<file path="src/rtl/mask_window_ctrl_pkg.sv">
// Shared types and constants for the mask window sequencer.
// Generator width, watchdog limit, FSM states and fill/op codes.
package mask_ctrl_pkg;

    localparam int MASK_W  = 512;
    localparam int IDX_W   = 9;
    localparam int TIMEOUT = 31;
    localparam int CNT_W   = $clog2(TIMEOUT + 1);

    localparam logic LEFT   = 1'b0;
    localparam logic RIGHT  = 1'b1;
    localparam logic OP_AND = 1'b0;
    localparam logic OP_OR  = 1'b1;

    typedef enum logic [2:0] {
        S_IDLE,
        S_R_RUN,
        S_R_REL,
        S_L_RUN,
        S_L_REL,
        S_OUT,
        S_ERR
    } state_e;

    typedef struct packed {
        logic [IDX_W-1:0] rcnt;
        logic [IDX_W-1:0] lcnt;
        logic             op;
        logic             id;
    } win_t;

    function automatic logic [MASK_W-1:0] mask_combine(
        input logic              op,
        input logic [MASK_W-1:0] a,
        input logic [MASK_W-1:0] b
    );
        return (op == OP_OR) ? (a | b) : (a & b);
    endfunction

endpackage

</file>
<file path="src/rtl/mask_window_ctrl_if.sv">
// Result handshake bundle: combined mask with requester id and error.
// The controller drives it as master, the consumer is the slave.
interface mask_window_ctrl_if;
    import mask_ctrl_pkg::*;

    logic              valid;
    logic              ready;
    logic [MASK_W-1:0] mask;
    logic              id;
    logic              err;

    modport master (
        output valid,
        output mask,
        output id,
        output err,
        input  ready
    );

    modport slave (
        input  valid,
        input  mask,
        input  id,
        input  err,
        output ready
    );

endinterface

</file>
<file path="src/rtl/mask_window_ctrl_rr_arb2.sv">
// Two-way round-robin arbiter; the pointer moves to the requester
// that was not granted, so a lone requester is served immediately.
module rr_arb2 (
    input  logic i_clk,
    input  logic i_rstn,
    input  logic i_en,
    input  logic i_valid0,
    input  logic i_valid1,
    output logic o_gnt0,
    output logic o_gnt1
);

    logic ptr_q;
    logic ptr_d;

    always_comb begin
        o_gnt0 = i_en & i_valid0 & (~i_valid1 | ~ptr_q);
        o_gnt1 = i_en & i_valid1 & (~i_valid0 | ptr_q);
        ptr_d  = ptr_q;
        if (o_gnt0) begin
            ptr_d = 1'b1;
        end else if (o_gnt1) begin
            ptr_d = 1'b0;
        end
    end

    always_ff @(posedge i_clk or negedge i_rstn) begin
        if (!i_rstn) begin
            ptr_q <= 1'b0;
        end else begin
            ptr_q <= ptr_d;
        end
    end

endmodule

</file>
<file path="src/rtl/mask_window_ctrl.sv">
// Runs a right-fill then a left-fill pass on the mask generator per
// request, combines the two masks and presents them with a watchdog.
module mask_window_ctrl
    import mask_ctrl_pkg::*;
(
    input  logic              i_clk,
    input  logic              i_rstn,
    input  logic              i_req0_valid,
    output logic              o_req0_ready,
    input  logic [IDX_W-1:0]  i_req0_rcnt,
    input  logic [IDX_W-1:0]  i_req0_lcnt,
    input  logic              i_req0_op,
    input  logic              i_req1_valid,
    output logic              o_req1_ready,
    input  logic [IDX_W-1:0]  i_req1_rcnt,
    input  logic [IDX_W-1:0]  i_req1_lcnt,
    input  logic              i_req1_op,
    output logic              o_mg_trig,
    output logic              o_mg_left_or_right,
    output logic [IDX_W-1:0]  o_mg_bound_index,
    input  logic              i_mg_done,
    input  logic [MASK_W-1:0] i_mg_mask,
    mask_window_ctrl_if.master res
);

    localparam logic [CNT_W-1:0] TMO_LAST = CNT_W'(TIMEOUT - 1);

    state_e            state_q, state_d;
    logic [CNT_W-1:0]  cnt_q, cnt_d;
    logic              armed_q, armed_d;
    win_t              win_q, win_d;
    logic [MASK_W-1:0] a_q, a_d;
    logic [MASK_W-1:0] res_q, res_d;
    logic              err_q, err_d;
    logic              trig_q, trig_d;
    logic              lr_q, lr_d;
    logic [IDX_W-1:0]  bound_q, bound_d;

    logic gnt0, gnt1, grant, cap, tmo, watch, run_d;

    rr_arb2 u_arb (
        .i_clk    (i_clk),
        .i_rstn   (i_rstn),
        .i_en     (state_q == S_IDLE),
        .i_valid0 (i_req0_valid),
        .i_valid1 (i_req1_valid),
        .o_gnt0   (gnt0),
        .o_gnt1   (gnt1)
    );

    // A done level only counts once a low level was seen in this pass.
    assign grant = gnt0 | gnt1;
    assign cap   = i_mg_done & armed_q;
    assign tmo   = (cnt_q == TMO_LAST);

    always_ff @(posedge i_clk or negedge i_rstn) begin
        if (!i_rstn) begin
            state_q <= S_IDLE;
        end else begin
            state_q <= state_d;
        end
    end

    always_comb begin
        state_d = state_q;
        unique case (state_q)
            S_IDLE:  if (grant) state_d = S_R_RUN;
            S_R_RUN: if (cap) state_d = S_R_REL;
                     else if (tmo) state_d = S_ERR;
            S_R_REL: if (!i_mg_done) state_d = S_L_RUN;
                     else if (tmo) state_d = S_ERR;
            S_L_RUN: if (cap) state_d = S_L_REL;
                     else if (tmo) state_d = S_ERR;
            S_L_REL: if (!i_mg_done) state_d = S_OUT;
                     else if (tmo) state_d = S_ERR;
            S_OUT:   if (res.ready) state_d = S_IDLE;
            S_ERR:   if (!i_mg_done) state_d = S_OUT;
            default: state_d = S_IDLE;
        endcase
    end

    always_comb begin
        win_d   = win_q;
        a_d     = a_q;
        res_d   = res_q;
        err_d   = err_q;
        lr_d    = lr_q;
        bound_d = bound_q;
        if (grant) begin
            win_d.rcnt = gnt1 ? i_req1_rcnt : i_req0_rcnt;
            win_d.lcnt = gnt1 ? i_req1_lcnt : i_req0_lcnt;
            win_d.op   = gnt1 ? i_req1_op : i_req0_op;
            win_d.id   = gnt1;
            res_d      = '0;
            err_d      = 1'b0;
        end
        if (state_q == S_R_RUN && cap) begin
            a_d = i_mg_mask;
        end
        if (state_q == S_L_RUN && cap) begin
            res_d = mask_combine(win_q.op, a_q, i_mg_mask);
        end
        if (state_d == S_ERR) begin
            res_d = '0;
            err_d = 1'b1;
        end
        trig_d = (state_d == S_R_RUN) || (state_d == S_L_RUN);
        // Direction and bound hold through the release wait.
        unique case (state_d)
            S_R_RUN, S_R_REL: begin
                lr_d    = RIGHT;
                bound_d = win_d.rcnt;
            end
            S_L_RUN, S_L_REL: begin
                lr_d    = LEFT;
                bound_d = win_d.lcnt;
            end
            default: ;
        endcase
        watch = (state_q == S_R_RUN) || (state_q == S_R_REL) ||
                (state_q == S_L_RUN) || (state_q == S_L_REL);
        cnt_d = (watch && state_d == state_q) ? cnt_q + CNT_W'(1) : '0;
        run_d = (state_d == S_R_RUN) || (state_d == S_L_RUN);
        armed_d = run_d & ((state_d == state_q) ?
                           (armed_q | ~i_mg_done) : ~i_mg_done);
    end

    always_ff @(posedge i_clk or negedge i_rstn) begin
        if (!i_rstn) begin
            cnt_q   <= '0;
            armed_q <= 1'b0;
            win_q   <= '0;
            a_q     <= '0;
            res_q   <= '0;
            err_q   <= 1'b0;
            trig_q  <= 1'b0;
            lr_q    <= LEFT;
            bound_q <= '0;
        end else begin
            cnt_q   <= cnt_d;
            armed_q <= armed_d;
            win_q   <= win_d;
            a_q     <= a_d;
            res_q   <= res_d;
            err_q   <= err_d;
            trig_q  <= trig_d;
            lr_q    <= lr_d;
            bound_q <= bound_d;
        end
    end

    assign o_req0_ready       = gnt0;
    assign o_req1_ready       = gnt1;
    assign o_mg_trig          = trig_q;
    assign o_mg_left_or_right = lr_q;
    assign o_mg_bound_index   = bound_q;
    assign res.valid          = (state_q == S_OUT);
    assign res.mask           = res_q;
    assign res.id             = win_q.id;
    assign res.err            = err_q;

endmodule

</file>
<file path="src/flat_wrapper.sv">
// flat-port wrapper written by rule: the top's interface ports become plain ports
module mask_window_ctrl_flat import mask_ctrl_pkg::*;
  (i_clk, i_rstn, i_req0_valid, o_req0_ready, i_req0_rcnt, i_req0_lcnt, i_req0_op, i_req1_valid, o_req1_ready, i_req1_rcnt, i_req1_lcnt, i_req1_op, o_mg_trig, o_mg_left_or_right, o_mg_bound_index, i_mg_done, i_mg_mask, res_valid, res_mask, res_id, res_err, res_ready);
  mask_window_ctrl_if res_i ();
  input  logic i_clk;
  input  logic i_rstn;
  input  logic i_req0_valid;
  output logic o_req0_ready;
  input  logic [IDX_W-1:0] i_req0_rcnt;
  input  logic [IDX_W-1:0] i_req0_lcnt;
  input  logic i_req0_op;
  input  logic i_req1_valid;
  output logic o_req1_ready;
  input  logic [IDX_W-1:0] i_req1_rcnt;
  input  logic [IDX_W-1:0] i_req1_lcnt;
  input  logic i_req1_op;
  output logic o_mg_trig;
  output logic o_mg_left_or_right;
  output logic [IDX_W-1:0] o_mg_bound_index;
  input  logic i_mg_done;
  input  logic [MASK_W-1:0] i_mg_mask;
  output wire logic [$bits(res_i.valid)-1:0] res_valid;
  output wire logic [$bits(res_i.mask)-1:0] res_mask;
  output wire logic [$bits(res_i.id)-1:0] res_id;
  output wire logic [$bits(res_i.err)-1:0] res_err;
  input wire logic [$bits(res_i.ready)-1:0] res_ready;
  assign res_valid = res_i.valid;
  assign res_mask = res_i.mask;
  assign res_id = res_i.id;
  assign res_err = res_i.err;
  assign res_i.ready = res_ready;
  mask_window_ctrl u_core (.i_clk(i_clk), .i_rstn(i_rstn), .i_req0_valid(i_req0_valid), .o_req0_ready(o_req0_ready), .i_req0_rcnt(i_req0_rcnt), .i_req0_lcnt(i_req0_lcnt), .i_req0_op(i_req0_op), .i_req1_valid(i_req1_valid), .o_req1_ready(o_req1_ready), .i_req1_rcnt(i_req1_rcnt), .i_req1_lcnt(i_req1_lcnt), .i_req1_op(i_req1_op), .o_mg_trig(o_mg_trig), .o_mg_left_or_right(o_mg_left_or_right), .o_mg_bound_index(o_mg_bound_index), .i_mg_done(i_mg_done), .i_mg_mask(i_mg_mask), .res(res_i));
endmodule
</file>
<file path="config.mk">
export PLATFORM = sky130hd
export DESIGN_NAME = mask_window_ctrl_flat
export DESIGN_NICKNAME = d
export VERILOG_FILES = /design/src/rtl/mask_window_ctrl_pkg.sv /design/src/rtl/mask_window_ctrl_if.sv /design/src/rtl/mask_window_ctrl_rr_arb2.sv /design/src/rtl/mask_window_ctrl.sv /design/src/flat_wrapper.sv
export SDC_FILE = /design/constraint.sdc
export NUM_CORES = 1
export LEC_CHECK = 0
export CAP_MARGIN = 20
export CORE_AREA = 4 4 422 424
export CTS_BUF_LIST = sky130_fd_sc_hd__clkbuf_8
export CTS_CLUSTER_DIAMETER = 120
export DETAILED_ROUTE_END_ITERATION = 10
export DIE_AREA = 0 0 426 428
export GPL_TIMING_DRIVEN = 0
export PLACE_DENSITY = 0.48
export SYNTH_ARGS = -nofsm -noshare
export SYNTH_HDL_FRONTEND = slang
export SYNTH_SLANG_ARGS = --single-unit
</file>
<file path="constraint.sdc">
create_clock -name i_clk -period 2.3 [get_ports i_clk]
set_clock_uncertainty 0.05 [all_clocks]
set_input_delay 0.345 -clock i_clk [delete_from_list [all_inputs] [get_ports i_clk]]
set_output_delay 0.345 -clock i_clk [all_outputs]
set_load 0.02 [all_outputs]
</file>
Word level (Yosys, flattened, before mapping). Index checks and enable logic that the tools add are counted.

Mux-type cells: 25. Bitwise gates (word level): 16. Equal/unequal tests: 13. Reduce and logical (&&, ||, !) cells: 14. Add/subtract/negate cells: 1.

Operators by type and width (count): two-way mux 512 bit (4); AND 512 bit (1); bitwise OR 512 bit (1); two-way mux 3 bit (8); one-hot mux 3 bit (7 select lines) (1); two-way mux 20 bit (1); two-way mux 9 bit (2); one-hot mux 9 bit (2 select lines) (1); equality test 3 bit, second input constant (5); equality test 3 x 2 -> 1 bit, second input constant (4); AND 1 bit (6); equality test 3 x 1 -> 1 bit, second input constant (2); two-way mux 1 bit (6); nonzero test 2 bit (3); adder 5 x 1 -> 5 bit, second input constant (1); equality test 5 bit, second input constant (1); two-way mux 5 bit (1); logical OR 1 bit (4); NOT 1 bit (4); bitwise OR 1 bit (4); OR reduction 2 bit (2); equality test 3 bit (1); logical AND 1 bit (3); zero test 3 bit (1); 2 further kinds (2).

Register bits: 1066. Output and inout bits: 528.

Depth between registers and ports, before layout.
Word-level depth: 9. Mapped depth: 10. Depth with buffers taken out: 9.

By module. A second synthesis with hierarchy kept.

Cells, all modules: 3023. Area, all modules: 44229.9 µm².

By module, submodules not included: mask_window_ctrl (area each 44168.6 µm², cells an instance 3015, instances 1, seq. area each 26650.6 µm²); rr_arb2 (area each 61.3 µm², cells an instance 8, instances 1, seq. area each 25.0 µm²).

Worst setup path before layout. OpenSTA, ideal clock, no wires.

Path kind: register to register. Start: reg u_core.cnt_q[0]. End: reg u_core.bound_q[8], in the netlist u_core.o_mg_bound_index[8]. Data required time: 2124 ps. Clock period less this slack: 2325 ps. Path buffers: 1. Arrival time: 2149 ps. Setup time: 126 ps. Cell stages (with the launch flop): 10. Slack: -25 ps. Path through: dfrtp_1 inv_1 ha_1 nand4_1 and3b_1 a211oi_2 or2_2 clkbuf_1 nand2_1 a221o_1.

Word-level cells in the longest chain between the ends: 7.

Ends and longest elaborated chain: from (decl) (RTL line mask_window_ctrl.sv:29) `logic [CNT_W-1:0] cnt_q, cnt_d;`; from (signal assigned) (RTL line mask_window_ctrl.sv:140) `cnt_q <= cnt_d;`; equality test 5 bit (*) (RTL line mask_window_ctrl.sv:54) `assign tmo = (cnt_q == TMO_LAST);`; two-way mux 3 bit (*); two-way mux 3 bit (on tied branches); one-hot mux 3 bit (7 select lines) (*) (RTL line mask_window_ctrl.sv:66) `unique case (state_q)`; equality test 3 bit (tied with other cells) (RTL line mask_window_ctrl.sv:109) `unique case (state_d)`; OR reduction 2 bit (RTL line mask_window_ctrl.sv:109); one-hot mux 9 bit (2 select lines) or nonzero test 2 bit (tied branches); to (signal assigned) (RTL line mask_window_ctrl.sv:148) `bound_q <= bound_d;`; to (decl) (RTL line mask_window_ctrl.sv:37) `logic [IDX_W-1:0] bound_q, bound_d;`.

Every way passes the cells marked *; elsewhere a longest branch is shown, timed or not. A chain may end at the register's enable or synchronous reset.

Worst setup path after layout.
Start: reg u_core.state_q[0]. End: reg u_core.res_q[33], in the netlist u_core.res.mask[33].

Word-level cells in the longest chain between the ends: 8.

Ends and longest elaborated chain: from (decl) (RTL line mask_window_ctrl.sv:28) `state_e state_q, state_d;`; from (signal assigned) (RTL line mask_window_ctrl.sv:60) `state_q <= state_d;`; zero test 3 bit (RTL line mask_window_ctrl.sv:44, mask_window_ctrl.sv:66); AND 1 bit (on tied branches) (2 in a row) (RTL line mask_window_ctrl_rr_arb2.sv:17, mask_window_ctrl_rr_arb2.sv:18); bitwise OR 1 bit (RTL line mask_window_ctrl.sv:52) `assign grant = gnt0 | gnt1;`; two-way mux 3 bit (RTL line mask_window_ctrl.sv:67) `S_IDLE: if (grant) state_d = S_R_RUN;`; one-hot mux 3 bit (7 select lines) (RTL line mask_window_ctrl.sv:66); equality test 3 bit (RTL line mask_window_ctrl.sv:103) `if (state_d == S_ERR) begin`; nonzero test 3 bit (no line) or two-way mux 512 bit (tied branches); to (signal assigned) (RTL line mask_window_ctrl.sv:144) `res_q <= res_d;`; to (decl) (RTL line mask_window_ctrl.sv:33) `logic [MASK_W-1:0] res_q, res_d;`.

Parallel ways exist; a longest one is shown, timed or not.

==> results.cfg <==
[sta]
finalMaxSlewViolations = 0
setup_violations = 1052
finalCritPeriodShare_pct = 109
setup_ws_ns = -0.217
period_minus_slack_ns = 2.52
hold_viol = 249
max-slew-margin-rel_pct = 36.2
rsz0062_at_grt = true
fmax_mhz = 397
tightest_slew_ns = 0.957
hold_ws_ns = -0.672

[floorplanning]
dieArea_um2 = 182000
dieHeight_um = 428
die_w_um = 426
io_pins = 1084
start_util_pct = 25.4
core-area_um2 = 174000
row_count = 153

[worst_setup_path]
crit_type = reg2reg
critPathTopFamily = compound AO/OA/AOI/OAI gates
cp-end-kind = flop
crit_top_cell = a211oi_4
worstPathCellList = buf_4, a21bo_2, a211oi_2, a211oi_4, inv_2, a211oi_4, buf_16, buf_6, buf_12, bufbuf_16, a22o_1
worstReg2RegStart = u_core.state_q[0]$_DFF_PN0_
start_kind = flop
cp_slowest_cell = dfrtp_2
worstSetupStartpoint = u_core.state_q[0]$_DFF_PN0_
rrSetupSlack_ns = -0.22
r2r_cells = 11
path_buf_inv = 6
reg2reg_to = u_core.res.mask[33]$_DFFE_PN0P_
cp.depth = 11
arrival_ns = 3.29
required_ns = 3.08
slowest_delay_ns = 0.44
endpoint = u_core.res.mask[33]$_DFFE_PN0P_
critPathMaxFanout = 8

[logic_synthesis]
avgSynthCellArea_um2 = 14.7
synth_top_flop_cell = dfrtp_1
yosysWarnings = 0
synthArstFlopShare_pct = 100
syn_inst = 3013
synth_cell_types = 46
synth_area_um2 = 44200
yosysTopAreaCellShare_pct = 60.4
synth_top_cell_by_area = dfrtp_1
ys_ff_latch = 1066
synth_nets = 3571
seq_area_frac_synth_pct = 60.4
synth_edf_count = 0
yosys-top-cells-area = dfrtp_1, mux2_2, maj3_1

[drt]
wl_um = 174000
drt-wirelength-per-cell_um = 23.5
drc_errors = 0
via_per_inst = 4.50
vias = 33200
drt_iter0_drc = 1529
first_pass_iters = 7
drtAntennaViolNets = 0

[global_routing]
overflow = 0
antenna_found_initial = 29
grt_max_degree = 167
grt.total_usage_pct = 18.6
grt_pass1_vias = 35900
grt_pass1_wl_um = 253000

[power]
p_per_area_nw_per_um2 = 1260
power_frac_seq_pct = 35.7
p_clk_share_pct = 21.1
combPwrFrac_pct = 43.3
switching_power_w = 0.0311
p_int_w = 0.0560
switching_share_pct = 35.7
p_leak_nw = 29.1
ir_drop_mv = 0.545

[placed_design]
place_hpwl_um = 126000
dp_slack_ns = -1.63
io_buffers = 1083
place_congestion = 0.816

[clock_network]
insertion_delay_ns = 0.90
root_buffer = clkbuf_8
cts_made_buffers = 196
htreeDepth = 4
cts_sinks = 1066
cts_max_path_buffers = 3
tritoncts = built
path_clk_slew_ns = 0.06

[cells_and_area]
multi_input_area_um2 = 16600
layout_common_cells = dfrtp_1, clkdlybuf4s50_1, dlygate4sd3_1, a22o_1
area_growth_pct = 55.7
final_common_cell = dfrtp_1
drive_gt1_share_pct = 20.3
seq_area_um2 = 26700
finish.utilization_pct = 39.6
final_nets = 5434
n_fill_cell = 16800

[status]
violations = negative hold slack, negative setup slack
outcome = complete, but fails checks

[worst_hold_path]
hold_class = in2async

[job]
max_cap_violations = 0
## Yosys cell counts (all sizes together), types with 6 or more instances
library cell	instances
a211o	8
a21boi	10
a21oi	19
a22o	520
and3	9
buf	108
clkbuf	132
dfrtp	1066
inv	9
maj3	512
mux2	512
mux2i	17
nand2	16
nand3	6
nor2	28
## power by group through the flow
| stage | combinational [W] | sequential [W] | clock, W |
|---|---|---|---|
| after floorplan | 0.0170 | 0.0337 | 0 |
| after global placement | 0.0342 | 0.0313 | 0 |
| after detailed placement | 0.0349 | 0.0311 | 0 |
| after CTS | 0.0381 | 0.0310 | 0.0191 |
| after global routing | 0.0403 | 0.0319 | 0.0199 |
| final | 0.0376 | 0.0310 | 0.0183 |
## flip-flops by register name, indices dropped and copies added, names as in the netlist, 3 cells and up
signal and cells:
u_core.a_q 512, u_core.res.mask 512, u_core.win_q 19, u_core.o_mg_bound_index 9, u_core.cnt_q 5, u_core.state_q 3
## worst register-to-register path: cells and delay by family (launching register included)
kind | cells | cell delay (ns)
AO/OA/AOI/OAI | 5 | 1.00
flip-flops | 1 | 0.44
buffers and inverters | 6 | 0.94
## metal layers
metal / vias up / wire length (µm) / track usage, %
met5: - / 71 / 0
met2: 885 / 88400 / 32.6
met4: 10 / 5610 / 6.24
met1: 16900 / 69400 / 21.8
li1: 15100 / - / -
met3: 275 / 10300 / 5.14
## through the flow
stage,TNS [ns],total power (W),cells,cell area (µm²)
3_3_place_gp,-,0.0654,6421,58000
4_1_cts,-244.28,0.0883,7349,68600
3_5_place_dp,-1788.90,0.0660,6433,58300
6_report,-90.97,0.0870,7380,68800
5_1_grt,-274.71,0.0922,7375,68800
2_1_floorplan,0,0.0507,3013,44200
## worst min path at each step
stage / start / slack [ns] / cells past startpoint / to
floorplan: i_rstn / -0.0006 / 0 / u_core.a_q[0]$_DFFE_PN0P_
global placement: u_core.res.id$_DFFE_PN0N_ / 0.42 / 2 / u_core.res.id$_DFFE_PN0N_
detailed placement: i_rstn / 0.32 / 1 / u_core.res.mask[354]$_DFFE_PN0P_
CTS: i_rstn / -0.75 / 1 / u_core.res.mask[428]$_DFFE_PN0P_
global route: i_rstn / -0.72 / 1 / u_core.res.mask[354]$_DFFE_PN0P_
finish: i_rstn / -0.67 / 1 / u_core.res.mask[354]$_DFFE_PN0P_
## timing repair
item | in CTS | in global routing
cloned | 11 | 2
gates resized for setup | 271 | 46
endpoints found under the hold margin | 881 | 223
hold buffers | 527 | 1
setup endpoints to repair | 1730 | 1772
pin swaps | 8 | 17
setup buffers | 27 | 5
## final cells by class
class / count / share of cell area, %
inverters: 9 / 0.0600
diodes: 25 / 0.0909
flip-flops and latches: 1066 / 38.8
clock inverters: 100 / 0.689
repair buffers: 1668 / 24.9
well taps: 2325 / 4.23
clock buffers: 252 / 5.04
multi-input cells: 1698 / 24.0
plain buffers: 237 / 2.22
## cell families (layout without fill, tap and decap cells)
| kind of cell | Yosys count | in the layout | synth area share, % |
|---|---|---|---|
| DFF | 1066 | 1066 | 60.4 |
| AOI/OAI and AO/OA | 577 | 577 | 11.2 |
| muxes | 529 | 529 | 13.4 |
| adders and majority gates | 514 | 514 | 11.7 |
| buffers and inverters | 249 | 2266 | 2.43 |
| and+or+nand+nor | 74 | 74 | 0.821 |
| xor gates and xnor gates | 4 | 4 | 0.0793 |
| other | 0 | 25 | 0 |
(Power assumes the default switching activity.)
